`src/rtl/cdb_arbiter.sv`:
```
// Common-data-bus arbiter: per-FU completion FIFOs feeding one registered broadcast
// port, granted round-robin starting after the previous winner.
module cdb_arbiter #(
  parameter int unsigned NUM_FU    = 4,
  parameter int unsigned DEPTH     = 2,
  parameter int unsigned PAYLOAD_W = 64,
  localparam int unsigned SRC_W    = (NUM_FU > 1) ? $clog2(NUM_FU) : 1
) (
  input  logic                            clk,
  input  logic                            rst,
  input  logic                            flush,
  input  logic [NUM_FU-1:0]               in_valid,
  input  logic [NUM_FU-1:0][PAYLOAD_W-1:0] in_data,
  output logic [NUM_FU-1:0]               in_ready,
  output logic                            cdb_valid,
  output logic [PAYLOAD_W-1:0]            cdb_data,
  output logic [SRC_W-1:0]                cdb_src
);

  localparam int unsigned PTR_W = $clog2(DEPTH);
  localparam int unsigned CNT_W = $clog2(DEPTH + 1);

  logic [PAYLOAD_W-1:0] mem_q    [NUM_FU][DEPTH];
  logic [PTR_W-1:0]     rd_ptr_q [NUM_FU];
  logic [PTR_W-1:0]     wr_ptr_q [NUM_FU];
  logic [CNT_W-1:0]     count_q  [NUM_FU];
  logic [SRC_W-1:0]     last_grant_q;
  logic                 cdb_valid_q;
  logic [PAYLOAD_W-1:0] cdb_data_q;
  logic [SRC_W-1:0]     cdb_src_q;

  logic [NUM_FU-1:0]    not_empty;
  logic [NUM_FU-1:0]    push;
  logic [NUM_FU-1:0]    pop;
  logic                 gnt_valid;
  logic [SRC_W-1:0]     gnt_idx;
  logic [PAYLOAD_W-1:0] head_data;

  // Ready and occupancy come only from registered counts, so in_ready never
  // depends on in_valid or on this cycle's grant.
  always_comb begin
    in_ready  = '0;
    not_empty = '0;
    for (int i = 0; i < NUM_FU; i++) begin
      in_ready[i]  = count_q[i] < CNT_W'(DEPTH);
      not_empty[i] = count_q[i] != '0;
    end
  end

  always_comb begin
    logic [31:0]      idx;
    logic [SRC_W-1:0] cand;
    gnt_valid = 1'b0;
    gnt_idx   = '0;
    idx       = '0;
    cand      = '0;
    for (int unsigned k = 1; k <= NUM_FU; k++) begin
      idx  = (32'(last_grant_q) + k) % NUM_FU;
      cand = SRC_W'(idx);
      if (!gnt_valid && not_empty[cand]) begin
        gnt_valid = 1'b1;
        gnt_idx   = cand;
      end
    end
    head_data = mem_q[gnt_idx][rd_ptr_q[gnt_idx]];
  end

  always_comb begin
    push = '0;
    pop  = '0;
    for (int i = 0; i < NUM_FU; i++) begin
      push[i] = in_valid[i] && in_ready[i] && !flush;
      pop[i]  = gnt_valid && (gnt_idx == SRC_W'(i)) && !flush;
    end
  end

  // Payload storage carries no reset; occupancy is tracked by count_q.
  always_ff @(posedge clk) begin
    for (int i = 0; i < NUM_FU; i++) begin
      if (!rst && push[i]) begin
        mem_q[i][wr_ptr_q[i]] <= in_data[i];
      end
    end
  end

  always_ff @(posedge clk) begin
    if (rst) begin
      for (int i = 0; i < NUM_FU; i++) begin
        rd_ptr_q[i] <= '0;
        wr_ptr_q[i] <= '0;
        count_q[i]  <= '0;
      end
      last_grant_q <= SRC_W'(NUM_FU - 1);
      cdb_valid_q  <= 1'b0;
      cdb_data_q   <= '0;
      cdb_src_q    <= '0;
    end else if (flush) begin
      for (int i = 0; i < NUM_FU; i++) begin
        rd_ptr_q[i] <= '0;
        wr_ptr_q[i] <= '0;
        count_q[i]  <= '0;
      end
      cdb_valid_q <= 1'b0;
    end else begin
      for (int i = 0; i < NUM_FU; i++) begin
        if (push[i]) wr_ptr_q[i] <= wr_ptr_q[i] + 1'b1;
        if (pop[i])  rd_ptr_q[i] <= rd_ptr_q[i] + 1'b1;
        count_q[i] <= count_q[i] + CNT_W'(push[i]) - CNT_W'(pop[i]);
      end
      cdb_valid_q <= gnt_valid;
      if (gnt_valid) begin
        cdb_data_q   <= head_data;
        cdb_src_q    <= gnt_idx;
        last_grant_q <= gnt_idx;
      end
    end
  end

  assign cdb_valid = cdb_valid_q;
  assign cdb_data  = cdb_data_q;
  assign cdb_src   = cdb_src_q;

endmodule

```
`config.mk`:
```
export PLATFORM = sky130hd
export DESIGN_NAME = cdb_arbiter
export DESIGN_NICKNAME = d
export VERILOG_FILES = /design/src/rtl/cdb_arbiter.sv
export SDC_FILE = /design/constraint.sdc
export NUM_CORES = 1
export LEC_CHECK = 0
export CORE_ASPECT_RATIO = 1.4
export CORE_UTILIZATION = 51
export CTS_BUF_LIST = sky130_fd_sc_hd__clkbuf_8
export CTS_CLUSTER_SIZE = 24
export DETAILED_ROUTE_END_ITERATION = 7
export PLACE_DENSITY_LB_ADDON = 0.05
export SLEW_MARGIN = 20
export SYNTH_ARGS = -nofsm -noshare
export SYNTH_HDL_FRONTEND = slang
export SYNTH_SLANG_ARGS = --single-unit
```
`constraint.sdc`:
```
create_clock -name clk -period 6.6 [get_ports clk]
set_input_delay 1.32 -clock clk [delete_from_list [all_inputs] [get_ports clk]]
set_output_delay 1.32 -clock clk [all_outputs]
set_load 0.01 [all_outputs]
```
==> metrics.md <==
| Metric | Value |
|---|---|
| Number of synthesized flops with an enable pin | `524` |
| Initial antenna violation count | `14` |
| Post-synthesis sequential area ratio | `73.5%` |
| Fillers | `3273` |
| Rel. slew slack | `27.1%` |
| CTS max path bufs | `3` |
| Power Total | `8.39 mW` |
| Synth warn | `0` |
| Port bufs | `333` |
| Worst-case reg-to-reg path depth | `10` |
| Synthesized flop and latch total | `597` |
| Crit path largest cell delay | `0.77 ns` |
| Final Non-Filler Cells | `2307` |
| GP Congestion | `0.806` |
| Area of the multi-input gates | `5770 um^2` |
| Setup TNS Final | `0 ns` |
| Ys flop type | `edfxtp_1` |
| Clock Sink Count | `597` |
| Cells after Synth | `1226` |
| Final Cycle Share | `54.0%` |
| Nets@finish | `1883` |
| Clock Latency Late Sink | `0.67 ns` |
| Status | `finished, final reports clean` |
| Most common cell after layout, fill and taps aside | `edfxtp_1` |
| DRT iter0 DRCs | `623` |
| Die Span Y | `255 um` |
| Synth Area per Inst | `19.1 um^2` |
| Post-route ant nets | `0` |
| Clk slew on worst S/H paths | `0.06 ns` |
| Register Area | `17200 um^2` |
| CP max FO | `113` |
| Max Clock Freq | `0.281 GHz` |
| Critical path required time | `7.14 ns` |
| Chip width | `183 um` |
| RSZ-0062 raised after global routing | `no` |
| Clk root buf | `clkbuf_8` |
| Overflow after GRT | `0` |
| DRC Markers | `0` |
| Post-place setup slack | `2.50 ns` |
| Final Max Slew Viols | `0` |
| Crit Path Class | `reg2reg` |
| Routed WL | `53600 um` |
| Io pins | `334` |
| TritonCTS clock tree | `built` |
| Post-synth ARST share | `0%` |
| Finish-stage setup viols | `0` |
| Total core area | `45100 um^2` |
| CP endpoint kind | `register` |
| Worst setup path start | `count_q[1][0]$_SDFFCE_PN0P_` |
| Fin. Hold Viols | `0` |
| CP bufs+invs | `2` |
| Global-route wire length before repair | `79400 um` |
| Reg-to-Reg Start | `count_q[1][0]$_SDFFCE_PN0P_` |
| PwrDens | `288 nW/um^2` |
| Hold depth | `2` |
| Hold Slack | `0.487 ns` |
| WP data arrival | `4.10 ns` |
| Worst path depth | `10` |
| H-tree Lvls | `3` |
| Std-Cell Rows | `92` |
| Crit-path slowest cell | `o221a_4` |
| Synthesized cell area | `23400 um^2` |
| Vias in the first global route | `13400` |
| Num CTS Buffers | `89` |
| Hold Crit Class | `reg2reg` |
| Maximum vdd drop | `177 uV` |
| Reg2reg setup slack | `3.04 ns` |
| HPWL reported at the end of detailed placement | `32200 um` |
| Final worst slack | `3.04 ns` |
| Most frequent cells in the layout | `edfxtp_1 (524), clkdlybuf4s50_1 (332), mux2i_1 (257)` |
| Kind of start point of the critical path | `register` |
| WL/cell | `23.2 um` |
| Post_cts resized | `0` |
| Largest net degree at the start of global routing | `114` |
| R2R Path End | `count_q[2][1]$_SDFFE_PP0P_` |
| Crit-path cells | `o41ai_2, o221a_4, buf_12, and3_1, ha_1, inv_1, ha_1, xnor2_1, xnor2_1, nor2_1` |
| Initial Utilization | `51.8%` |
| Final min period | `3.56 ns` |
| Placed cell count | `2132` |
| Pleak | `9.83 nW` |
| Full die area | `46700 um^2` |
| Distinct cell type count after synthesis | `41` |
| Fin Clk Skew | `0.0257 ns` |
| Max Cap Viol | `0` |
| Measured slew at the worst slew-check pin | `1.09 ns` |
| Syn-to-layout area delta | `24.5%` |
| CP top delay family | `compound AO/OA/AOI/OAI gates` |
| Hold buffer count at CTS | `0` |
| Vias/cell | `5.37` |
| Iteration count of the initial detailed-routing pass | `5` |
| Share of cells above drive strength 1 | `17.0%` |
| Via Count | `12400` |
| Gr usage total | `23.5%` |
| Post-CTS setup buffer count | `0` |
| CP endpoint | `count_q[2][1]$_SDFFE_PP0P_` |
## through the flow
stage                     util [%]  cell area (um^2)
final                         64.5             29100
after global routing          64.5             29100
after CTS                     64.5             29100
after detailed placement      60.6             27400
after global placement        60.6             27400
after floorplan                  -             23400
## flip-flops by register name (all words and copies together), names as in the netlist
register,cells
mem_q,512
last_grant_q,2
cdb_valid,1
cdb_data,64
cdb_src,2
rd_ptr_q,4
wr_ptr_q,4
count_q,8
## routing by layer
metal  up-vias  track usage (%)  wire, um  share of wire [%]
met5         -                0        77               0.14
met4        12             10.6      1590                3.0
met3       100             5.87      3560                6.7
met2       399             41.0     27800                 52
met1      6231             27.1     20500                 38
li1       5654                -         -                  -
## layout make-up
cell class	instances	share of cell area [%]
Sequential cell	597	59.1
Multi-Input combinational cell	549	19.8
Timing Repair Buffer	358	12.3
Clock buffer	99	4.68
Tap cell	611	2.63
Clock inverter	66	1.26
Inverter	17	0.219
Antenna cell	10	0.0860
## worst min path at each step
stage	start	to
4_1_cts	cdb_src[1]$_SDFFE_PP0P_	cdb_src[1]$_SDFFE_PP0P_
3_5_place_dp	cdb_src[1]$_SDFFE_PP0P_	cdb_src[1]$_SDFFE_PP0P_
5_1_grt	cdb_src[1]$_SDFFE_PP0P_	cdb_src[1]$_SDFFE_PP0P_
3_3_place_gp	cdb_data[17]$_SDFFE_PP0P_	cdb_data[17]$_SDFFE_PP0P_
2_1_floorplan	cdb_src[1]$_SDFFE_PP0P_	cdb_src[1]$_SDFFE_PP0P_
6_report	cdb_src[1]$_SDFFE_PP0P_	cdb_src[1]$_SDFFE_PP0P_
## tightest hold or removal path, cell delays in order, from the launching register on
cell and delay [ns]:
dfxtp_1 0.32, nand2_1 0.05, a21oi_1 0.06
## cells in the mapped netlist (all sizes together), types with 3 or more instances
library cell | n | area [um^2]
inv | 17 | 63.8
buf | 44 | 363
a21oi | 3 | 15.0
mux4 | 64 | 1440
mux2i | 259 | 2610
dfxtp | 73 | 1460
nor2 | 82 | 308
and2 | 4 | 25.0
clkbuf | 24 | 90.1
nand2 | 14 | 52.6
xnor2 | 9 | 78.8
edfxtp | 524 | 15700
nor3 | 10 | 50.1
ha | 8 | 100
nor3b | 5 | 37.5
or2 | 3 | 18.8
a211oi | 65 | 778
## logic make-up (layout without fill, tap and decap cells)
group                    Yosys count  after routing  synth area share [%]
other                              1             16                0.0160
adder cells (fa/ha/maj)            8              8                 0.428
multiplexers                     323            323                  17.3
flip-flops                       597            597                  73.5
XOR/XNOR                          10             10                 0.375
buffers and inverters             85            540                  2.21
AND/OR/NAND/NOR                  122            122                  2.23
AO/OA/AOI/OAI                     80             80                  3.89
## power breakdown
group          switching [mW]  total [mW]  internal, mW
Combinational           0.577        1.23         0.653
Clock                    1.38        2.88          1.50
Sequential             0.0550        4.28          4.23
Total                    2.01        8.39          6.38
Note: power is estimated with default switching activity, not from simulation.
